[config.mk]
export PLATFORM = sky130hd
export DESIGN_NAME = day_month
export DESIGN_NICKNAME = d
export VERILOG_FILES = /design/src/rtl/calendar_pkg.sv /design/src/rtl/days_in_month.sv /design/src/rtl/day_month.sv
export SDC_FILE = /design/constraint.sdc
export NUM_CORES = 1
export LEC_CHECK = 0
export BUFFER_PORTS_ARGS = -buffer_cell sky130_fd_sc_hd__buf_2
export CAP_MARGIN = 15
export CORE_MARGIN = 2
export CORE_UTILIZATION = 50
export DETAILED_ROUTE_END_ITERATION = 8
export GPL_TIMING_DRIVEN = 0
export PLACE_DENSITY = 0.79
export SLEW_MARGIN = 20
export SYNTH_ARGS = -nofsm -noshare
export SYNTH_HDL_FRONTEND = slang
export SYNTH_HIERARCHICAL = 1
export SYNTH_SLANG_ARGS = --single-unit
[constraint.sdc]
create_clock -name i_clk_0_001s -period 7.24 [get_ports i_clk_0_001s]
set_input_delay 0.362 -clock i_clk_0_001s [delete_from_list [all_inputs] [get_ports i_clk_0_001s]]
set_output_delay 0.362 -clock i_clk_0_001s [all_outputs]
set_load 0.05 [all_outputs]
[src/rtl/calendar_pkg.sv]
// ============================================================================
// Module      : calendar_pkg
// Description : Shared field widths, UI state codes and leap-year rule for the
//               calendar stages.
// Revision    : 1.0
// ============================================================================
`default_nettype none

package calendar_pkg;

  localparam int unsigned DAY_W   = 5;
  localparam int unsigned MONTH_W = 4;
  localparam int unsigned YEAR_W  = 15;

  localparam logic [4:0] STATE_DAY   = 5'd2;
  localparam logic [4:0] STATE_MONTH = 5'd3;
  localparam logic [4:0] STATE_YEAR  = 5'd4;

  localparam logic [YEAR_W-1:0] YEAR_MAX = 15'd9999;

  typedef enum logic [2:0] {
    ACT_HOLD,
    ACT_ADVANCE,
    ACT_DAY_DEC,
    ACT_MONTH_DEC,
    ACT_DAY_INC,
    ACT_MONTH_INC
  } act_e;

  function automatic logic is_leap(input logic [YEAR_W-1:0] year);
    return (year[1:0] == 2'b00) &&
           (((year % 15'd100) != 15'd0) || ((year % 15'd400) == 15'd0));
  endfunction

endpackage

`default_nettype wire

[src/rtl/days_in_month.sv]
// ============================================================================
// Module      : days_in_month
// Description : Combinational month length lookup, leap-year aware.
// Revision    : 1.0
// ============================================================================
`default_nettype none

module days_in_month
  import calendar_pkg::*;
(
  input  logic [3:0]  month,
  input  logic [14:0] year,
  output logic [4:0]  dim
);

  always_comb begin
    dim = 5'd31;
    case (month)
      4'd4, 4'd6, 4'd9, 4'd11: dim = 5'd30;
      4'd2:                    dim = is_leap(year) ? 5'd29 : 5'd28;
      default:                 dim = 5'd31;
    endcase
  end

endmodule

`default_nettype wire

[src/rtl/day_month.sv]
// ============================================================================
// Module      : day_month
// Description : Day-of-month / month stage with rollover, year-advance strobe
//               and manual plus/minus adjustment.
// Revision    : 1.0
// ============================================================================
`default_nettype none

module day_month #(
  parameter logic [4:0] STATE_DAY   = calendar_pkg::STATE_DAY,
  parameter logic [4:0] STATE_MONTH = calendar_pkg::STATE_MONTH
) (
  input  logic        i_clk_0_001s,
  input  logic        reset,
  input  logic [4:0]  state,
  input  logic        is_modify,
  input  logic        i_plus,
  input  logic        i_minus,
  input  logic        i_enable,
  input  logic [14:0] i_year,
  output logic        o_enable,
  output logic [4:0]  o_day,
  output logic [3:0]  o_month
);

  import calendar_pkg::*;

  logic       en_q, en_fall_q;
  logic       plus_q, plus_fall_q;
  logic       minus_q, minus_fall_q;
  logic [4:0] day_q, day_d;
  logic [3:0] month_q, month_d;
  logic       enable_q, enable_d;
  logic [4:0] dim_cur, dim_adj;
  logic [3:0] month_adj;
  act_e       act;

  days_in_month u_dim_cur (.month(month_q),   .year(i_year), .dim(dim_cur));
  // Length of the month a manual month step would land on, for the day clamp.
  days_in_month u_dim_adj (.month(month_adj), .year(i_year), .dim(dim_adj));

  always_comb begin
    act = ACT_HOLD;
    if (en_fall_q)
      act = ACT_ADVANCE;
    else if (minus_fall_q && is_modify && state == STATE_DAY)
      act = ACT_DAY_DEC;
    else if (minus_fall_q && is_modify && state == STATE_MONTH)
      act = ACT_MONTH_DEC;
    else if (plus_fall_q && is_modify && state == STATE_DAY)
      act = ACT_DAY_INC;
    else if (plus_fall_q && is_modify && state == STATE_MONTH)
      act = ACT_MONTH_INC;
  end

  always_comb begin
    if (act == ACT_MONTH_DEC)
      month_adj = (month_q == 4'd1) ? 4'd12 : month_q - 4'd1;
    else
      month_adj = (month_q == 4'd12) ? 4'd1 : month_q + 4'd1;
  end

  always_comb begin
    day_d    = day_q;
    month_d  = month_q;
    enable_d = 1'b0;
    case (act)
      ACT_ADVANCE: begin
        if (day_q < dim_cur) begin
          day_d = day_q + 5'd1;
        end else begin
          day_d = 5'd1;
          if (month_q < 4'd12) begin
            month_d = month_q + 4'd1;
          end else begin
            month_d  = 4'd1;
            enable_d = 1'b1;
          end
        end
      end
      ACT_DAY_DEC: day_d = (day_q == 5'd1) ? dim_cur : day_q - 5'd1;
      ACT_DAY_INC: day_d = (day_q == dim_cur) ? 5'd1 : day_q + 5'd1;
      ACT_MONTH_DEC, ACT_MONTH_INC: begin
        month_d = month_adj;
        day_d   = (day_q > dim_adj) ? dim_adj : day_q;
      end
      default: begin
        // Year changes from the upstream stage can shrink February under us.
        if (day_q > dim_cur)
          day_d = dim_cur;
      end
    endcase
  end

  always_ff @(posedge i_clk_0_001s or negedge reset) begin
    if (!reset) begin
      en_q         <= 1'b0;
      en_fall_q    <= 1'b0;
      plus_q       <= 1'b0;
      plus_fall_q  <= 1'b0;
      minus_q      <= 1'b0;
      minus_fall_q <= 1'b0;
      day_q        <= 5'd1;
      month_q      <= 4'd1;
      enable_q     <= 1'b0;
    end else begin
      en_q         <= i_enable;
      en_fall_q    <= en_q & ~i_enable;
      plus_q       <= i_plus;
      plus_fall_q  <= plus_q & ~i_plus;
      minus_q      <= i_minus;
      minus_fall_q <= minus_q & ~i_minus;
      day_q        <= day_d;
      month_q      <= month_d;
      enable_q     <= enable_d;
    end
  end

  assign o_day    = day_q;
  assign o_month  = month_q;
  assign o_enable = enable_q;

endmodule

`default_nettype wire
==> results of run 1 <==
## registers in the layout, indices dropped and copies added (netlist names)
name	cells
o_day	5
o_month	4
en_fall_q	1
en_q	1
minus_fall_q	1
minus_q	1
o_enable	1
plus_fall_q	1
plus_q	1
## layer usage
metal	vias up	wire length, µm	GRT usage, %	part of all wire, %
li1	3033	-	-	-
met1	2926	7090	33.5	48
met4	0	132	2.72	0.89
met2	193	7000	38.7	47
met3	19	667	1.42	4.5
met5	-	0	0	0
## synth_stat cells, types with 5 or more instances
| cell | instances |
|---|---|
| nor4_1 | 7 |
| o211ai_2 | 7 |
| nor3b_1 | 5 |
| xnor2_1 | 9 |
| buf_4 | 14 |
| o21ai_0 | 34 |
| nor2b_1 | 16 |
| dfrtp_1 | 14 |
| clkbuf_1 | 10 |
| nand2b_1 | 13 |
| o21a_1 | 12 |
| or2_1 | 11 |
| nand2_1 | 46 |
| o2bb2ai_1 | 5 |
| a31oi_1 | 17 |
| a211oi_1 | 18 |
| nand3b_1 | 11 |
| nor2_1 | 61 |
| a21o_1 | 15 |
| or2_2 | 8 |
| nor3_1 | 15 |
| o211ai_1 | 11 |
| o31ai_1 | 13 |
| a211o_1 | 6 |
| ha_1 | 16 |
| o21ai_1 | 16 |
| o22ai_1 | 8 |
| or3_1 | 5 |
| mux2_2 | 10 |
| inv_1 | 36 |
| a22oi_1 | 7 |
| o221ai_1 | 6 |
| a21oi_1 | 48 |
| a211oi_2 | 10 |
| mux2i_1 | 14 |
| and2_1 | 14 |
| buf_2 | 17 |
| nand3_1 | 12 |
## critical path: cells and delay by family
| family | cells | cell delay, ns |
|---|---|---|
| fa+ha+maj | 1 | 0.28 |
| simple gates | 7 | 1.61 |
| compound gates | 15 | 3.76 |
| mux | 2 | 0.59 |
| buf+inv | 2 | 0.33 |
## cell families after synthesis
kind of cell               Yosys count  share of synthesized area [%]
xor gates and xnor gates            13                           1.99
adders and majority gates           18                           3.84
DFF                                 16                           7.03
buffers and inverters               80                           6.66
other                                2                          0.131
AOI/OAI and AO/OA                  328                           46.9
muxes                               28                           5.41
and+or+nand+nor                    270                           28.1
## power groups by stage
stage	clock (µW)	sequential (µW)	combinational (µW)
after global placement	0	181	1550
after global routing	122	188	1850
final	117	180	1690
after detailed placement	0	181	1570
after CTS	117	180	1590
after floorplan	0	252	1220
## through the flow
| step | instances | instance area (µm²) | setup TNS [ns] | total power [µW] | utilization [%] |
|---|---|---|---|---|---|
| floorplan | 759 | 5750 | 0 | 1470 | - |
| global placement | 934 | 6090 | -0.177 | 1730 | 53.8 |
| detailed placement | 934 | 6090 | -0.592 | 1750 | 53.8 |
| CTS | 938 | 6190 | 0 | 1880 | 54.6 |
| global route | 941 | 6360 | 0 | 2160 | 56.2 |
| finish | 941 | 6360 | 0 | 1990 | 56.2 |
## repair_timing
item                       CTS  global route
resized for setup            2            32
pin swaps                    0             2
setup endpoints to repair    1             9
setup buffers                0             3
hold buffers                 0             0
## worst min-delay path by stage
stage | from | to | slack (ns)
2_1_floorplan | reset | en_fall_q | 0.07
3_3_place_gp | reset | minus_q | 0.28
3_5_place_dp | reset | minus_q | 0.28
4_1_cts | reset | plus_fall_q | 0.03
5_1_grt | reset | plus_fall_q | 0.04
6_report | reset | o_month[1] | 0.02
## area by class of cell
type                    count  area [µm²]  share of cell area [%]
plain buffers              42         239                    3.76
clock buffers               4        88.8                    1.40
inverters                  38         143                    2.24
multi-input cells         663        5130                    80.6
flip-flops and latches     16         403                    6.33
well taps                 143         179                    2.81
repair buffers             35         183                    2.87
==> results.ini, run 1 <==
[clocking]
cts_tree=built
cts_max_level=1
numClockSinks=16
cts.reportedPaths.clkPinSlew_ns=0.05
worstSkewPairLatency_ns=0.24
root_buffer=clkbuf_16
cts_made_buffers=3
cts.path.max_buffers=2

[routing]
route.vias.total=6171
drt_iter0_drc=562
routed_wl_um=14900
drc_errors=0
wl_per_cell_um=15.8
via_per_inst=6.56
antenna_left=0
drtPass1Iterations=7

[power_and_ir_drop]
power_switching_uw=1110
p_leak_uw=0.00245
switching_share_pct=56.0
seqPwrFrac_pct=9.1
p_per_area_mw_per_mm2=312
pwr-share-comb_pct=85.0
p_clk_share_pct=5.9
peakVddDrop_v=0.000308
p_int_uw=874

[sta]
slew_violations=0
rsz0062_at_grt=no
period_minus_slack_ns=6.84
holdWs_ns=0.0187
hold_violations=0
maxSlewHeadroom_pct=53.8
setup_viol=0
max_freq_ghz=0.146
finalClockSkew_ns=0.00200
setup_slack_ns=0.397
fin_crit_sh_pct=94.5
tightest_slew_ns=0.687

[worst_setup_path]
reg2reg_from=en_fall_q
crit_end=o_day[2]
startpoint_type=primary input
required_ns=7.34
path_common_cell=a211oi_1
r2r-end=o_day[0]
cp-startpoint=i_year[13]
slowest_stage=or3_1
worst-path-max-fanout=10
r2r_cells=18
cp-end-kind=register
cp.arrival_ns=6.95
path_class=in2reg
max_stage_delay_ns=0.48
rrSetupSlack_ns=2.94

[outcome]
outcome=complete, no violations

[synth]
synth.area.top_cells=dfrtp_1 6.1%, a21oi_1 4.2%, nor2_1 4.0%, ha_1 3.5%, nand2_1 3.0%
synthCells=755
synth_top_area_cell=dfrtp_1
synthArstFlopShare_pct=100
yosys_warnings=6
synth_ff_type=dfrtp_1
syn_avg_cell_area_um2=7.59
mappedNetlistArea_mm2=0.00573
synth-edff-count=0
synth-seq-cells=16
yosys.cell_types.count=101
yosysSeqAreaShare_pct=7.03
synth_top_area_share_pct=6.11

[final_layout]
final_common_cell=nor2_1
layout_common_cells=60 x nor2_1, 49 x buf_2, 46 x nand2_1
syn_to_final_growth_pct=11.0
drive_gt1_share_pct=26.7
antenna_cells=0
fillers=1031
finish.net_count=841

[placed_design]
routabilityCongestion=0.936
hpwl_um=11200
place_ws_ns=-0.287
portBuffers=32

[floorplan]
core_mm2=0.0113
die_w_um=111
dieArea_mm2=0.0123
ios=36
start_util_pct=50.6
fp-row-count=39
fp.dieH_um=111

[hold_path]
hp-class=in2async

[global_route]
grt.overflow.total=0
grt_pass1_wl_um=25300
track_usage_pct=23.0
antenna_found_initial=0
grt_pass1_vias=5431
grt_max_degree=17

[job]
drv_cap=0

Note: power is estimated with default switching activity, not from simulation.
==> run 2, diff against run 1 <==
PLACE_DENSITY = 0.81   (was 0.79)
SYNTH_HIERARCHICAL = not set   (was 1)
==> results.ini, run 2 <==
[synth]
synthTopCellsByCount=44 x nand2_1, 41 x nor2_1, 39 x a21oi_1
synth.most_common_cell=nand2_1
synth_top_area_cell=dfrtp_1
synthCells=467  ; -38%
yosysSeqAreaShare_pct=12.0  ; +5.0 points
synth_fp_nets=504
yosys.cell_types.count=94  ; -6.9%
synthArstFlopShare_pct=100  ; unchanged
synth_ff_type=dfrtp_1
mappedNetlistArea_mm2=0.00334  ; -42%
synth.area.top_cells=dfrtp_1 10%, a21oi_1 5.8%, nand2_1 4.9%, o21ai_0 4.6%, nor2_1 4.6%
syn_avg_cell_area_um2=7.16  ; -5.7%
synth-seq-cells=16  ; unchanged
synth-edff-count=0  ; unchanged
yosys_warnings=0  ; -6
synth_top_area_share_pct=10.5  ; +4.4 points

[global_route]
grt_pass1_wl_um=15100  ; -40%
grt.overflow.total=0  ; unchanged
grt_pass1_vias=3327  ; -39%
antenna_found_initial=0  ; unchanged
grt_max_degree=17  ; unchanged
track_usage_pct=24.1  ; +1.1 points

[floorplan]
start_util_pct=52.1  ; +1.4 points
fp.dieH_um=85.8  ; -23%
dieArea_mm2=0.00736  ; -40%
fp-row-count=29  ; -26%
ios=36  ; unchanged
die_w_um=85.8  ; -23%
core_mm2=0.00642  ; -43%

[power_and_ir_drop]
seqPwrFrac_pct=15.4  ; +6.3 points
pwr-share-comb_pct=77.1  ; -7.9 points
power_switching_uw=616  ; -45%
total_power_uw=1090  ; -45%
p_leak_uw=0.00155  ; -37%
p_per_area_mw_per_mm2=294  ; -5.9%
p_clk_share_pct=7.5  ; +1.6 points
switching_share_pct=56.5  ; +0.55 points
p_int_uw=474  ; -46%
peakVddDrop_v=0.000216  ; -30%

[clocking]
worstSkewPairLatency_ns=0.25  ; about the same
root_buffer=clkbuf_8
numClockSinks=16  ; unchanged
cts_made_buffers=3  ; unchanged
cts_tree=built
cts_max_level=1  ; unchanged
cts.reportedPaths.clkPinSlew_ns=0.07  ; +0.02 ns
cts.path.max_buffers=2  ; unchanged

[worst_setup_path]
startpoint_type=primary input
cp-startpoint=i_year[11]
cp.arrival_ns=6.98  ; +0.03 ns
path_common_cell=o211ai_2
required_ns=7.42  ; +0.08 ns
rrSetupSlack_ns=3.29  ; +0.35 ns
r2r-end=o_day[0]
worst-path-max-fanout=10  ; unchanged
path_class=in2reg
max_stage_delay_ns=0.53  ; +0.05 ns
crit_end=o_day[0]
slowest_stage=or4_4
reg2reg_from=o_month[0]
r2r_cells=18  ; unchanged
cp-end-kind=register

[final_layout]
antenna_cells=0  ; unchanged
layout_common_cells=44 x nand2_1, 43 x buf_2, 41 x nor2_1
syn_to_final_growth_pct=11.0  ; about the same
finish.net_count=544  ; -35%
drive_gt1_share_pct=20.8  ; -5.9 points
largest_reg_flops=5  ; unchanged
final_common_cell=nand2_1
fin_util_pct=57.8  ; +1.6 points
final_cells=583  ; -38%

[routing]
routed_wl_um=9270  ; -38%
wl_per_cell_um=15.9  ; +0.44%
drtPass1Iterations=8  ; +1
drc_errors=1  ; +1
antenna_left=0  ; unchanged
drt_iter0_drc=255  ; -55%
via_per_inst=6.66  ; +1.5%
route.vias.total=3881  ; -37%

[placed_design]
routabilityCongestion=0.975  ; +4.1%
place_ws_ns=-0.00674  ; +0.280 ns
placed_cells=578  ; -38%
portBuffers=34  ; +6.3%
hpwl_um=6990  ; -37%

[sta]
finalClockSkew_ns=0.00150  ; -0.000496 ns
maxSlewHeadroom_pct=58.3  ; +4.5 points
slew_violations=0  ; unchanged
setup_viol=0  ; unchanged
tightest_slew_ns=0.617  ; -0.0699 ns
fin_crit_sh_pct=93.8  ; -0.70 points
setup_slack_ns=0.447  ; +0.0505 ns
period_minus_slack_ns=6.79  ; -0.0505 ns
max_freq_ghz=0.147  ; +0.74%
hold_violations=0  ; unchanged

[hold_path]
hp-class=in2async

[outcome]
violations=DRC
outcome=complete, but fails checks

[job]
drv_cap=0  ; unchanged

run 2: logic make-up after synthesis:
family                   count (synthesis)  synth area share, %
AND/OR/NAND/NOR                        197                 32.2
flip-flops                              16                 12.0
multiplexers                             7                 2.24
buffers and inverters                   43                 6.51
XOR/XNOR                                 4                 1.05
AO/OA/AOI/OAI                          189                 41.9
adder cells (fa/ha/maj)                 11                 4.12
run 2: worst max-delay path: cells and delay by family:
family	cells	cell delay, ns
AOI/OAI and AO/OA	15	3.30
muxes	1	0.45
and+or+nand+nor	8	1.89
adders and majority gates	1	0.17
buffers and inverters	6	0.79
run 2: area by class of cell:
type	instances	area, µm²
plain buffers	25	150
well taps	77	96.3
repair buffers	35	178
multi-input cells	408	2760
clock buffers	4	55.1
flip-flops and latches	16	403
fillers	604	2710
inverters	18	67.6
run 2: through the flow:
stage,TNS [ns],hold slack [ns],instance area [µm²]
final,0,0.0170,3710
after global routing,-0.0289,0.0416,3710
after CTS,0,0.0250,3670
after detailed placement,-0.00674,0.295,3610
after global placement,0,0.291,3610
after floorplan,0,0.0664,3340
run 2: worst min path at each step:
stage | startpoint | endpoint | cells after the start
detailed placement | reset | o_day[2] | 1
global placement | reset | o_day[2] | 1
finish | reset | o_day[2] | 1
floorplan | reset | en_fall_q | 0
CTS | reset | o_day[4] | 1
global route | reset | o_day[2] | 1
run 2: per-layer routing:
metal	track usage [%]	wire [µm]	vias up
li1	-	-	1888
met1	35.3	4310	1798
met2	39.3	4270	177
met3	1.54	610	18
met4	4.76	81	0
met5	0	0	-
run 2: power by group through the flow:
| stage | logic [µW] | clock network [µW] | registers (µW) |
|---|---|---|---|
| 2_1_floorplan | 560 | 0 | 234 |
| 3_3_place_gp | 781 | 0 | 164 |
| 3_5_place_dp | 801 | 0 | 167 |
| 4_1_cts | 806 | 81.6 | 166 |
| 5_1_grt | 917 | 86.4 | 173 |
| 6_report | 840 | 81.9 | 168 |
run 2: what timing repair did:
item                                    in CTS  in global routing
setup buffers                                0                  1
endpoints found under the setup margin       0                  9
hold buffers                                 0                  0
gates resized for setup                      0                  6
